`src/rtl/fdtd_ez_select_pipe_if.sv`:
```
// Handshake/data bundle for the N-channel Ez selector: input beat, queued result, error status.
interface fdtd_ez_select_pipe_if #(
  parameter int unsigned FDTD_DATA_WIDTH = 80,
  parameter int unsigned NUM_CH          = 4,
  parameter int unsigned ERR_CNT_WIDTH   = 16
);
  logic [NUM_CH-1:0]                 ch_en;
  logic                              mode_add;
  logic [NUM_CH*FDTD_DATA_WIDTH-1:0] ez_in;
  logic                              in_valid;
  logic                              in_ready;
  logic signed [FDTD_DATA_WIDTH-1:0] ez_out;
  logic                              out_valid;
  logic                              out_ready;
  logic                              sel_err;
  logic                              err_clr;
  logic [ERR_CNT_WIDTH-1:0]          err_cnt;

  modport master (
    output ch_en, mode_add, ez_in, in_valid, out_ready, err_clr,
    input  in_ready, ez_out, out_valid, sel_err, err_cnt
  );

  modport slave (
    input  ch_en, mode_add, ez_in, in_valid, out_ready, err_clr,
    output in_ready, ez_out, out_valid, sel_err, err_cnt
  );
endinterface

```
`src/rtl/fdtd_ez_select_pipe.sv`:
```
// N-channel Ez select/saturating-add stage with a 2-entry valid/ready output queue.
// Optional error-beat counter enabled by defining FDTD_SEL_ERR_CNT_EN.
module fdtd_ez_select_pipe #(
  parameter int unsigned FDTD_DATA_WIDTH = 80,
  parameter int unsigned NUM_CH          = 4,
  parameter int unsigned ERR_CNT_WIDTH   = 16
) (
  input logic               clk,
  input logic               rst,
  fdtd_ez_select_pipe_if.slave bus
);

  localparam int unsigned W  = FDTD_DATA_WIDTH;
  localparam int unsigned SW = W + $clog2(NUM_CH);
  localparam logic [W-1:0] MAX_V = {1'b0, {(W-1){1'b1}}};
  localparam logic [W-1:0] MIN_V = {1'b1, {(W-1){1'b0}}};

  typedef enum logic [1:0] {EMPTY, ONE, FULL} state_t;

  state_t                state, state_n;
  logic signed [W-1:0]   head, head_n;
  logic signed [W-1:0]   tail, tail_n;
  logic signed [W-1:0]   sel_val;
  logic signed [SW-1:0]  sum;
  logic signed [W-1:0]   result;
  logic                  sum_ovf;
  logic                  multi_en;
  logic                  push;
  logic                  pop;
  logic                  err_beat;

  assign bus.in_ready  = (state != FULL) && !rst;
  assign bus.out_valid = (state != EMPTY);
  assign bus.ez_out    = head;

  assign push     = bus.in_valid && bus.in_ready;
  assign pop      = bus.out_valid && bus.out_ready;
  assign multi_en = (bus.ch_en & (bus.ch_en - NUM_CH'(1))) != '0;
  assign err_beat = push && !bus.mode_add && multi_en;

  // Lowest-index enabled channel wins: scan downward so the last hit is the lowest.
  always_comb begin
    sel_val = '0;
    for (int k = int'(NUM_CH) - 1; k >= 0; k--) begin
      if (bus.ch_en[k]) sel_val = bus.ez_in[k*W +: W];
    end
  end

  // Sum with clog2(NUM_CH) guard bits, so overflow shows up as non-uniform top bits.
  always_comb begin
    sum = '0;
    for (int k = 0; k < int'(NUM_CH); k++) begin
      if (bus.ch_en[k]) sum = sum + SW'(signed'(bus.ez_in[k*W +: W]));
    end
  end

  assign sum_ovf = !((&sum[SW-1:W-1]) || !(|sum[SW-1:W-1]));

  always_comb begin
    result = sel_val;
    if (bus.mode_add) begin
      if (sum_ovf) result = sum[SW-1] ? MIN_V : MAX_V;
      else         result = sum[W-1:0];
    end
  end

  // Queue occupancy FSM; head is cleared when the queue empties so ez_out reads 0.
  always_comb begin
    state_n = state;
    head_n  = head;
    tail_n  = tail;
    case (state)
      EMPTY: begin
        if (push) begin
          state_n = ONE;
          head_n  = result;
        end
      end
      ONE: begin
        if (push && pop) begin
          head_n = result;
        end else if (pop) begin
          state_n = EMPTY;
          head_n  = '0;
        end else if (push) begin
          state_n = FULL;
          tail_n  = result;
        end
      end
      FULL: begin
        if (pop) begin
          state_n = ONE;
          head_n  = tail;
          tail_n  = '0;
        end
      end
      default: begin
        state_n = EMPTY;
        head_n  = '0;
        tail_n  = '0;
      end
    endcase
  end

  always_ff @(posedge clk) begin
    if (rst) begin
      state <= EMPTY;
      head  <= '0;
      tail  <= '0;
    end else begin
      state <= state_n;
      head  <= head_n;
      tail  <= tail_n;
    end
  end

  // Sticky error: a new error beat beats a simultaneous clear.
  always_ff @(posedge clk) begin
    if (rst)           bus.sel_err <= 1'b0;
    else if (err_beat) bus.sel_err <= 1'b1;
    else if (bus.err_clr) bus.sel_err <= 1'b0;
  end

`ifdef FDTD_SEL_ERR_CNT_EN
  always_ff @(posedge clk) begin
    if (rst) begin
      bus.err_cnt <= '0;
    end else if (bus.err_clr) begin
      bus.err_cnt <= err_beat ? ERR_CNT_WIDTH'(1) : '0;
    end else if (err_beat && (bus.err_cnt != '1)) begin
      bus.err_cnt <= bus.err_cnt + ERR_CNT_WIDTH'(1);
    end
  end
`else
  assign bus.err_cnt = ERR_CNT_WIDTH'(0);
`endif

endmodule
```
`src/flat_wrapper.sv`:
```
// flat-port wrapper written by rule: the top's interface ports become plain ports
module fdtd_ez_select_pipe_flat 
#(
  parameter int unsigned FDTD_DATA_WIDTH = 80,
  parameter int unsigned NUM_CH          = 4,
  parameter int unsigned ERR_CNT_WIDTH   = 16
)
  (clk, rst, bus_ch_en, bus_mode_add, bus_ez_in, bus_in_valid, bus_out_ready, bus_err_clr, bus_in_ready, bus_ez_out, bus_out_valid, bus_sel_err, bus_err_cnt);
  fdtd_ez_select_pipe_if #(.FDTD_DATA_WIDTH(FDTD_DATA_WIDTH), .NUM_CH(NUM_CH), .ERR_CNT_WIDTH(ERR_CNT_WIDTH)) bus_i ();
  input logic clk;
  input logic rst;
  input wire logic [$bits(bus_i.ch_en)-1:0] bus_ch_en;
  input wire logic [$bits(bus_i.mode_add)-1:0] bus_mode_add;
  input wire logic [$bits(bus_i.ez_in)-1:0] bus_ez_in;
  input wire logic [$bits(bus_i.in_valid)-1:0] bus_in_valid;
  input wire logic [$bits(bus_i.out_ready)-1:0] bus_out_ready;
  input wire logic [$bits(bus_i.err_clr)-1:0] bus_err_clr;
  output wire logic [$bits(bus_i.in_ready)-1:0] bus_in_ready;
  output wire logic [$bits(bus_i.ez_out)-1:0] bus_ez_out;
  output wire logic [$bits(bus_i.out_valid)-1:0] bus_out_valid;
  output wire logic [$bits(bus_i.sel_err)-1:0] bus_sel_err;
  output wire logic [$bits(bus_i.err_cnt)-1:0] bus_err_cnt;
  assign bus_i.ch_en = bus_ch_en;
  assign bus_i.mode_add = bus_mode_add;
  assign bus_i.ez_in = bus_ez_in;
  assign bus_i.in_valid = bus_in_valid;
  assign bus_i.out_ready = bus_out_ready;
  assign bus_i.err_clr = bus_err_clr;
  assign bus_in_ready = bus_i.in_ready;
  assign bus_ez_out = bus_i.ez_out;
  assign bus_out_valid = bus_i.out_valid;
  assign bus_sel_err = bus_i.sel_err;
  assign bus_err_cnt = bus_i.err_cnt;
  fdtd_ez_select_pipe #(.FDTD_DATA_WIDTH(FDTD_DATA_WIDTH), .NUM_CH(NUM_CH), .ERR_CNT_WIDTH(ERR_CNT_WIDTH)) u_core (.clk(clk), .rst(rst), .bus(bus_i));
endmodule
```
`config.mk`:
```
export PLATFORM = sky130hd
export DESIGN_NAME = fdtd_ez_select_pipe_flat
export DESIGN_NICKNAME = d
export VERILOG_FILES = /design/src/rtl/fdtd_ez_select_pipe_if.sv /design/src/rtl/fdtd_ez_select_pipe.sv /design/src/flat_wrapper.sv
export SDC_FILE = /design/constraint.sdc
export NUM_CORES = 1
export LEC_CHECK = 0
export ABC_CLOCK_PERIOD_IN_PS = 36000
export CELL_PAD_IN_SITES_DETAIL_PLACEMENT = 0
export CELL_PAD_IN_SITES_GLOBAL_PLACEMENT = 2
export CORE_UTILIZATION = 34
export CTS_BUF_LIST = sky130_fd_sc_hd__clkbuf_16
export CTS_CLUSTER_DIAMETER = 30
export DETAILED_ROUTE_END_ITERATION = 8
export GPL_ROUTABILITY_DRIVEN = 1
export GPL_TIMING_DRIVEN = 0
export PLACE_DENSITY = 0.95
export SETUP_SLACK_MARGIN = 0.02
export SLEW_MARGIN = 25
export SYNTH_ARGS = -nofsm -noshare
export SYNTH_HDL_FRONTEND = slang
export SYNTH_SLANG_ARGS = --single-unit
export TNS_END_PERCENT = 50
```
`constraint.sdc`:
```
create_clock -name clk -period 36 [get_ports clk]
set_clock_uncertainty 0.05 [all_clocks]
set_input_delay 5.4 -clock clk [delete_from_list [all_inputs] [get_ports clk]]
set_output_delay 5.4 -clock clk [all_outputs]
set_load 0.05 [all_outputs]
```
# After elaboration in Yosys (flattened, before gate mapping)
# Index checks and enable logic that the tools add are counted.
[word_totals] register_bits=163 latchBits=0 ram_bits=0 rom_bits=0 inputBits=330 out_inout_bits=99 wordCells=66 mem_count=0
[op_classes] n_addsub=4 n_mul=0 div_mod_pow=0 n_lt_le_gt_ge=0 n_eq_ne=10 shifts=0 mux=27 bitwise_logic=2 n_reduce_logical=19
[ops] op="$mux W80" count=13
[ops] op="$pmux W80 S3" count=2
[ops] op="$mux W82" count=4
[ops] op="$add A82 B80 Y82" count=3
[ops] op="$mux W2" count=5
[ops] op="$logic_and A1 B1 Y1" count=6
[ops] op="$ne A2 B1 Y1 const B" count=3
[ops] op="$ne A2 B2 Y1 const B" count=3
[ops] op="$ne A3 B1 Y1 const B" count=2
[ops] op="$pmux W2 S3" count=1
[ops] op="$reduce_and A3 Y1" count=2
[ops] op="$reduce_and A5 Y1" count=1
[ops] op="$and A4 B4 Y4" count=1
[ops] op="$reduce_and A4 Y1" count=1
[ops] op="$reduce_bool A2 Y1" count=2
[ops] op="$reduce_bool A4 Y1" count=1
[ops] op="$sub A4 B1 Y4 const B" count=1
[ops] op="$logic_not A1 Y1" count=3
[ops] op="$reduce_or A3 Y1" count=1
[ops] op="$eq A2 B1 Y1 const B" count=1
[ops] op="$eq A2 B2 Y1 const B" count=1
[ops] op="$logic_not A2 Y1" count=1
[ops] op="$mux W1" count=2
[ops] op="$logic_or A1 B1 Y1" count=1
[ops] op="$not A1 Y1" count=1

# Depth between registers and ports, before layout
# Gate-level depths: netlist (run 1).
[logic_depth] ltp_word=16 depth_mapped=53 mapped_depth_nobuf=43

# Least setup slack after synthesis (run 1)
# Ideal clock, no wire load.
[synth_timing] kind="input to register" startpoint="input bus_ch_en[0]" endpoint="register u_core.head[37], in the netlist u_core.bus.ez_out[37]" setup_time_ns=0.139 arrival_time_ns=15.733 t_required_ns=35.811 path_slack_ns=20.078 path_stages=47 path_buffers=10 cell_sequence="buf_2 buf_2 buf_2 clkbuf_1 clkbuf_1 clkbuf_1 clkbuf_1 nand2_1 inv_1 ha_1 inv_1 fa_1 o32ai_1 o22ai_1 a221oi_2 a21oi_1 o21ai_0 a21boi_0 (+11 left out) xnor2_1 nor2_1 nor2_1 ha_1 clkbuf_1 a21o_1 a21o_1 a21o_1 a21o_1 a2111oi_0 o31a_1 o21a_1 o2111a_1 a211oi_1 o32ai_1 a21oi_4 a2111oi_0 o31ai_1"
[synth_via] elab_chain_len=14 word_cells_on_any_way=18 classes_between="3 x add/sub; 11 x mux; 4 x reduce/logical"
[synth_rtl] item="start: declaration" line="flat_wrapper.sv:12" text="input wire logic [$bits(bus_i.ch_en)-1:0] bus_ch_en;"
[synth_rtl] item="$mux W82" line="fdtd_ez_select_pipe.sv:53" text="if (bus.ch_en[k]) sum = sum + SW'(signed'(bus.ez_in[k*W +: W]));"
[synth_rtl] item="$add A82 B80 Y82" line="fdtd_ez_select_pipe.sv:53"
[synth_rtl] item="$mux W82" line="fdtd_ez_select_pipe.sv:53"
[synth_rtl] item="$add A82 B80 Y82" line="fdtd_ez_select_pipe.sv:53"
[synth_rtl] item="$mux W82" line="fdtd_ez_select_pipe.sv:53"
[synth_rtl] item="$add A82 B80 Y82" line="fdtd_ez_select_pipe.sv:53"
[synth_rtl] item="$mux W82" line="fdtd_ez_select_pipe.sv:53"
[synth_rtl] item="$reduce_or A3 Y1" line="fdtd_ez_select_pipe.sv:57" text="assign sum_ovf = !((&sum[SW-1:W-1]) || !(|sum[SW-1:W-1]));"
[synth_rtl] item="$logic_not A1 Y1" line="fdtd_ez_select_pipe.sv:57"
[synth_rtl] item="$logic_or A1 B1 Y1" line="fdtd_ez_select_pipe.sv:57"
[synth_rtl] item="$mux W80" line="fdtd_ez_select_pipe.sv:62" text="if (sum_ovf) result = sum[SW-1] ? MIN_V : MAX_V;"
[synth_rtl] item="$mux W80 (*)" line="fdtd_ez_select_pipe.sv:61" text="if (bus.mode_add) begin"
[synth_rtl] item="$mux W80, on equally long branches" line="fdtd_ez_select_pipe.sv:80, fdtd_ez_select_pipe.sv:74"
[synth_rtl] item="$pmux W80 S3 (*)" line="fdtd_ez_select_pipe.sv:72" text="case (state)"
[synth_rtl] item="end signal: assignment" line="fdtd_ez_select_pipe.sv:112" text="head <= head_n;"
[synth_rtl] item="end: declaration" line="fdtd_ez_select_pipe.sv:21" text="logic signed [W-1:0] head, head_n;"
# Mark *: on every way between the ends. The rest lies on a longest branch, timed or not. The select of a mux whose other input is x is not followed.
# A chain may end at the register's enable or synchronous reset.

# Final worst setup path (run 1)
[layout_timing] startpoint="input bus_ch_en[0]" endpoint="register u_core.head[49], in the netlist u_core.bus.ez_out[49]"
# The elaborated chain is that of the path after synthesis.

==> results of run 1 <==
-- path summary, 6_finish.rpt --
| kind | from | end | slack (ns) |
|---|---|---|---|
| worst min register to register | u_core.tail[70]$_SDFFE_PP0P_ | u_core.tail[70]$_SDFFE_PP0P_ | 0.41 |
| worst min-delay path | u_core.tail[70]$_SDFFE_PP0P_ | u_core.tail[70]$_SDFFE_PP0P_ | 0.41 |
| worst max-delay path | bus_ch_en[0] | u_core.bus.ez_out[49]$_SDFFE_PP0P_ | 12.45 |
| worst max register to register | u_core.state[1]$_SDFFE_PP0P_ | u_core.bus.ez_out[44]$_SDFFE_PP0P_ | 33.14 |
-- cell type report --
class	count	area, um^2
fill	8711	46600
buffer	324	1410
tap	1060	1330
inverter	148	556
antenna	10	25.0
timing repair buffer	414	4250
clock inverter	14	201
clock buffer	17	425
multi-input combinational	3482	23000
sequential	163	3260
-- power by group through the flow --
| stage | clock network [mW] | logic, mW | registers (mW) |
|---|---|---|---|
| detailed placement | 0 | 1.06 | 0.216 |
| CTS | 0.198 | 1.06 | 0.212 |
| floorplan | 0 | 0.616 | 0.255 |
| finish | 0.199 | 1.12 | 0.213 |
| global route | 0.204 | 1.16 | 0.214 |
| global placement | 0 | 1.06 | 0.216 |
-- Yosys cell counts (all sizes together), types with 29 or more instances --
library cell,n,area [um^2]
nand2,482,1810
o21ai,430,2160
a21oi,394,1990
nor2,267,1000
clkbuf,261,980
ha,232,2900
dfxtp,163,3260
a21o,149,1120
inv,148,556
xnor2,135,1180
a22oi,124,931
nand4,104,651
xor2,94,823
o31ai,89,702
a211oi,83,623
o211ai,68,515
o21bai,64,484
buf,63,363
mux2,59,664
nor3,56,280
a221o,52,521
and2,50,313
nand3,44,233
o21a,43,323
mux2i,34,340
a31oi,33,206
o22ai,29,181
-- worst max-delay path, delay by kind of cell --
kind / cells / cell delay, ns
compound gates: 19 / 7.62
buf+inv: 15 / 6.37
simple gates: 9 / 2.96
fa+ha+maj: 3 / 0.63
xor+xnor: 2 / 0.48
mux: 1 / 0.22
-- cells in the final DEF (no fill, tap or decap), types with 124 or more instances in the layout --
cell type,count
clkbuf_1,221
nor2_1,267
dfxtp_1,163
clkdlybuf4s50_1,401
a21o_1,149
a21oi_1,392
xnor2_1,135
a22oi_1,124
ha_1,232
nand2_1,482
o21ai_0,415
inv_1,147
-- flip-flops by register name, indices dropped and copies added, names as in the netlist --
| name | count |
|---|---|
| u_core.bus.ez_out | 80 |
| u_core.bus.sel_err | 1 |
| u_core.state | 2 |
| u_core.tail | 80 |
-- kinds of logic (layout without fill, tap and decap cells) --
kind of cell,Yosys count,after routing
compound gates,1734,1734
simple gates,1173,1173
buf+inv,472,917
fa+ha+maj,237,237
xor+xnor,229,229
flops,163,163
mux,93,93
other cells,1,26
-- layer usage --
layer	routed length (um)	vias to the layer above	part of all wire [%]	global-route usage, %
li1	-	16200	-	-
met1	82700	18100	41	61.6
met2	79600	2673	40	65.5
met3	26400	543	13	14.8
met4	11600	6	5.8	22.4
met5	36	-	0.018	0
==> run_results.csv, run 1 <==
group,metric,value,unit
placement,placed_cell_area,0.0338,mm^2
logic_synthesis,synth_edf_count,0,
cts,clk-insertion-delay-late,0.45,ns
logic_synthesis,synth_area,0.0280,mm^2
cts,cts_hold_buffers,0,
min_path,min-delay-path-class,"flip-flop to flip-flop",
final_layout,syn_to_final_growth,23.0,%
floorplan,pin_count,429,
logic_synthesis,yosysUniqueCellTypes,98,
cts,cts_resized,0,
routing,drt_pass1_iterations,7,
global_routing,grt_usage,45.9,%
critical_path,criticalPathCategory,"input pin to flip-flop",
final_layout,drive_gt1_share,5.79,%
floorplan,die_height,289,um
logic_synthesis,synthArstFlopShare,0,%
job,maxCapViolCount,0,
power_and_ir_drop,vdd_ir_drop_max,0.0402,mV
critical_path,crit_fanout,11,
floorplan,core,0.0811,mm^2
logic_synthesis,syn_area_per_cell,6.83,um^2
logic_synthesis,synth_ff_type,"dfxtp_1",
power_and_ir_drop,p_leak,13.8,nW
cts,numCtsBuffers,17,
floorplan,initial_utilization,34.5,%
routing,vias,37600,
sta,fin_tns_setup,0,ns
critical_path,cp.required,36.25,ns
power_and_ir_drop,power_density,44.3,mW/mm^2
routing,drc,0,
placement,dp_slack,13.19,ns
cts,clock_path_buffers,2,
routing,ant_nets,0,
sta,finalHoldViolCount,0,
sta,setup_ws,12.45,ns
routing,drtIter0Drc,5713,
critical_path,end_kind,"flip-flop",
critical_path,crit_arrival,23.79,ns
logic_synthesis,ys_ff_latch,163,
power_and_ir_drop,pwr-share-seq,14.0,%
sta,max_freq,0.0425,GHz
sta,period_needed,23.55,ns
logic_synthesis,synth_compound_area_share,40.7,%
global_routing,grt_pass1_wl,268,mm
power_and_ir_drop,power_frac_comb,73.0,%
run_status,status,"complete, no violations",
routing,wl_per_cell,35.6,um
logic_synthesis,synth_fa_ha_area_share,10.7,%
global_routing,overflow,0,
power_and_ir_drop,clockPowerShare,13.0,%
critical_path,cpPeakStageDelay,1.04,ns
final_layout,nets,5115,
sta,grt_setup_unrepaired,"no",
global_routing,grt_max_degree,17,
cts,cts_setup_buffers,0,
floorplan,die-area,0.0835,mm^2
min_path,hold_depth,2,
critical_path,start_kind,"input pin",
final_layout,stdcell_area,0.0344,mm^2
sta,finalCritPeriodShare,65.4,%
placement,numPortBuffers,401,
sta,finalMaxSlewViolations,0,
global_routing,grt_pass1_vias,33700,
final_layout,utilization,42.5,%
logic_synthesis,netlist_instances,4102,
power_and_ir_drop,p_sw_share,55.7,%
power_and_ir_drop,power.internal,0.677,mW
floorplan,die_x,289,um
cts,clockRootBuffer,"clkbuf_16",
sta,hold_ws,0.405,ns
logic_synthesis,synthSimpleGateAreaFrac,19.5,%
critical_path,slowest_stage,"a2111oi_1",
logic_synthesis,yosys_warnings,0,
sta,worst_pin_slew,1.28,ns
logic_synthesis,synth_top_family_by_area,"compound AO/OA/AOI/OAI gates",
cts,h-tree-depth,4,
floorplan,rows,104,
logic_synthesis,yosysSeqAreaShare,11.7,%
routing,via_per_inst,6.67,
placement,hpwl,166,mm
sta,worst_slew_margin_rel,14.5,%
power_and_ir_drop,totalPowerFinal,1.53,mW
placement,place.gp.congestion,1.08,
power_and_ir_drop,p_sw,0.850,mW
cts,clkSinkCount,163,
cts,cts.reportedPaths.clkPinSlew,0.07,ns
logic_synthesis,synth_xor_area_share,7.16,%
placement,place_inst,5590,
global_routing,grt_antenna_before_repair,17,
routing,wl,200,mm
sta,final-setup-viol-count,0,
logic_synthesis,synth.area.mux_share,3.59,%
critical_path,ff2ff_path_depth,7,
cts,tritoncts,"done",
final_layout,stdcell_count,5632,
Power figures use the tool's default switching activity.
==> run 2: changes to the inputs <==
Settings changed: ABC_CLOCK_PERIOD_IN_PS 36000 to 20000, CORE_UTILIZATION 34 to 28, PLACE_DENSITY 0.95 to 0.9.
Clock period 36 ns to 20 ns, I/O delays scaled along.
==> run 2 against run 1 <==
Effect of this change:
- cell area is 0.90% higher
- clock-buffer cell count is the same
- worst setup slack worse by 12 ns
- largest cell class unchanged
- hold slack lost 0.0012 ns
- sequential power rose by 82%
- highest routed layer unchanged
- total power increased by 78%
- combinational power up 78%
==> run_results.csv, run 2 (synthesized netlist as in run 1, its figures left out) <==
group,metric,value,unit
power_and_ir_drop,p_leak,13.9,nW
sta,finalCritPeriodShare,97.8,%
critical_path,crit_arrival,19.81,ns
critical_path,crit_buf_inv,15,
power_and_ir_drop,vdd_ir_drop_max,0.0547,mV
placement,numPortBuffers,401,
job,maxCapViolCount,0,
floorplan,pin_count,429,
floorplan,die_height,318,um
power_and_ir_drop,power_density,78.1,mW/mm^2
sta,finalMaxSlewViolations,0,
cts,clkSinkCount,163,
cts,clockRootBuffer,"clkbuf_16",
floorplan,initial_utilization,28.4,%
floorplan,die-area,0.101,mm^2
routing,ant_nets,0,
min_path,hold_depth,2,
final_layout,final_cell_mix,"nand2_1 (482), o21ai_0 (414), clkdlybuf4s50_1 (401)",
critical_path,path_depth,50,
run_status,status,"complete, no violations",
floorplan,rows,115,
critical_path,cp.required,20.24,ns
cts,tritoncts,"done",
final_layout,drive_gt1_share,5.80,%
global_routing,overflow,0,
global_routing,grt_pass1_vias,33700,
global_routing,grt_max_degree,18,
routing,vias,37000,
final_layout,nets,5118,
sta,worst_pin_slew,1.23,ns
routing,wl,200,mm
critical_path,cpPeakStageDelay,0.85,ns
sta,finalHoldViolCount,0,
critical_path,end_kind,"flip-flop",
cts,clk-insertion-delay-late,0.45,ns
sta,period_needed,19.56,ns
power_and_ir_drop,totalPowerFinal,2.72,mW
global_routing,grt_pass1_wl,271,mm
routing,via_per_inst,6.31,
routing,drtIter0Drc,5129,
sta,grt_setup_unrepaired,"no",
final_layout,layout_commonest_cell,"nand2_1",
critical_path,cpLargestDelayFamily,"compound AO/OA/AOI/OAI gates",
critical_path,endpoint,"u_core.bus.ez_out[35]$_SDFFE_PP0P_",
critical_path,path_common_cell,"buf_2",
floorplan,die_x,318,um
routing,drt_pass1_iterations,6,
cts,h-tree-depth,4,
sta,hold_ws,0.404,ns
cts,cts_setup_buffers,0,
cts,cts.reportedPaths.clkPinSlew,0.07,ns
min_path,min-delay-path-class,"flip-flop to flip-flop",
critical_path,criticalPathCategory,"input pin to flip-flop",
critical_path,r2r-start,"u_core.state[1]$_SDFFE_PP0P_",
critical_path,start_kind,"input pin",
sta,final-setup-viol-count,0,
global_routing,grt_usage,37.7,%
critical_path,timing.rr.end,"u_core.bus.ez_out[39]$_SDFFE_PP0P_",
critical_path,slowest_stage,"a2111oi_0",
cts,numCtsBuffers,17,
critical_path,ff2ff_path_depth,7,
routing,drc,0,
final_layout,syn_to_final_growth,24.1,%
sta,max_freq,0.0511,GHz
sta,worst_slew_margin_rel,17.0,%
critical_path,reg2reg_setup_slack,17.05,ns
routing,wl_per_cell,34.2,um
cts,clock_path_buffers,2,
critical_path,crit_fanout,10,
critical_path,startpoint,"bus_ch_en[0]",
placement,place.gp.congestion,1.04,
floorplan,core,0.0987,mm^2
global_routing,grt_antenna_before_repair,13,
placement,hpwl,167,mm
==> run 2: layout make-up <==
cell class              instances  area, um^2
well taps                    1287        1610
clock inverters                15         168
clock buffers                  17         425
flip-flops and latches        163        3260
multi-input cells            3482       23000
plain buffers                 324        1420
diodes                          5        12.5
repair buffers                417        4340
fillers                     10900       64000
inverters                     148         556
==> run 2: stage by stage <==
step | worst slack [ns] | instance area [um^2] | TNS, ns | util, % | cells
floorplan | 6.48 | 28100 | 0 | - | 4117
global placement | -2.77 | 33700 | -339.13 | 34.1 | 5805
detailed placement | -0.233 | 34100 | -2.36 | 34.6 | 5821
CTS | 0.186 | 34700 | 0 | 35.2 | 5853
global route | 0.264 | 34700 | 0 | 35.2 | 5853
finish | 0.436 | 34700 | 0 | 35.2 | 5858
==> run 2: repair_timing <==
action	4_1_cts	5_1_grt
hold buffers	0	0
gates resized for setup	0	11
endpoints found under the setup margin	0	146
==> run 2: where the power goes <==
part	switching [mW]	internal (mW)
logic	1.34	0.656
clock network	0.157	0.177
registers	0.0320	0.355
total	1.53	1.19
==> run 2: worst min-delay path by stage <==
stage / from / to / slack [ns]
CTS: u_core.tail[72]$_SDFFE_PP0P_ / u_core.tail[72]$_SDFFE_PP0P_ / 0.40
global route: u_core.tail[72]$_SDFFE_PP0P_ / u_core.tail[72]$_SDFFE_PP0P_ / 0.42
finish: u_core.tail[61]$_SDFFE_PP0P_ / u_core.tail[61]$_SDFFE_PP0P_ / 0.40
floorplan: u_core.tail[0]$_SDFFE_PP0P_ / u_core.tail[0]$_SDFFE_PP0P_ / 0.38
detailed placement: u_core.tail[72]$_SDFFE_PP0P_ / u_core.tail[72]$_SDFFE_PP0P_ / 0.39
global placement: u_core.tail[69]$_SDFFE_PP0P_ / u_core.tail[69]$_SDFFE_PP0P_ / 0.38
==> run 2: worst register-to-register path, delay by kind of cell, from the launching register on <==
kind / cells / cell delay [ns]
AOI/OAI and AO/OA: 2 / 0.27
buffers and inverters: 2 / 1.08
DFF: 1 / 0.46
and+or+nand+nor: 3 / 1.02
==> run 2: routing by layer <==
| layer | track usage (%) | share of wire, % | up-vias |
|---|---|---|---|
| met2 | 54.8 | 41 | 2415 |
| met1 | 51.5 | 42 | 17900 |
| met4 | 21.0 | 6.4 | 4 |
| met3 | 7.82 | 11 | 417 |
| met5 | 0 | 0.013 | - |
| li1 | - | - | 16200 |
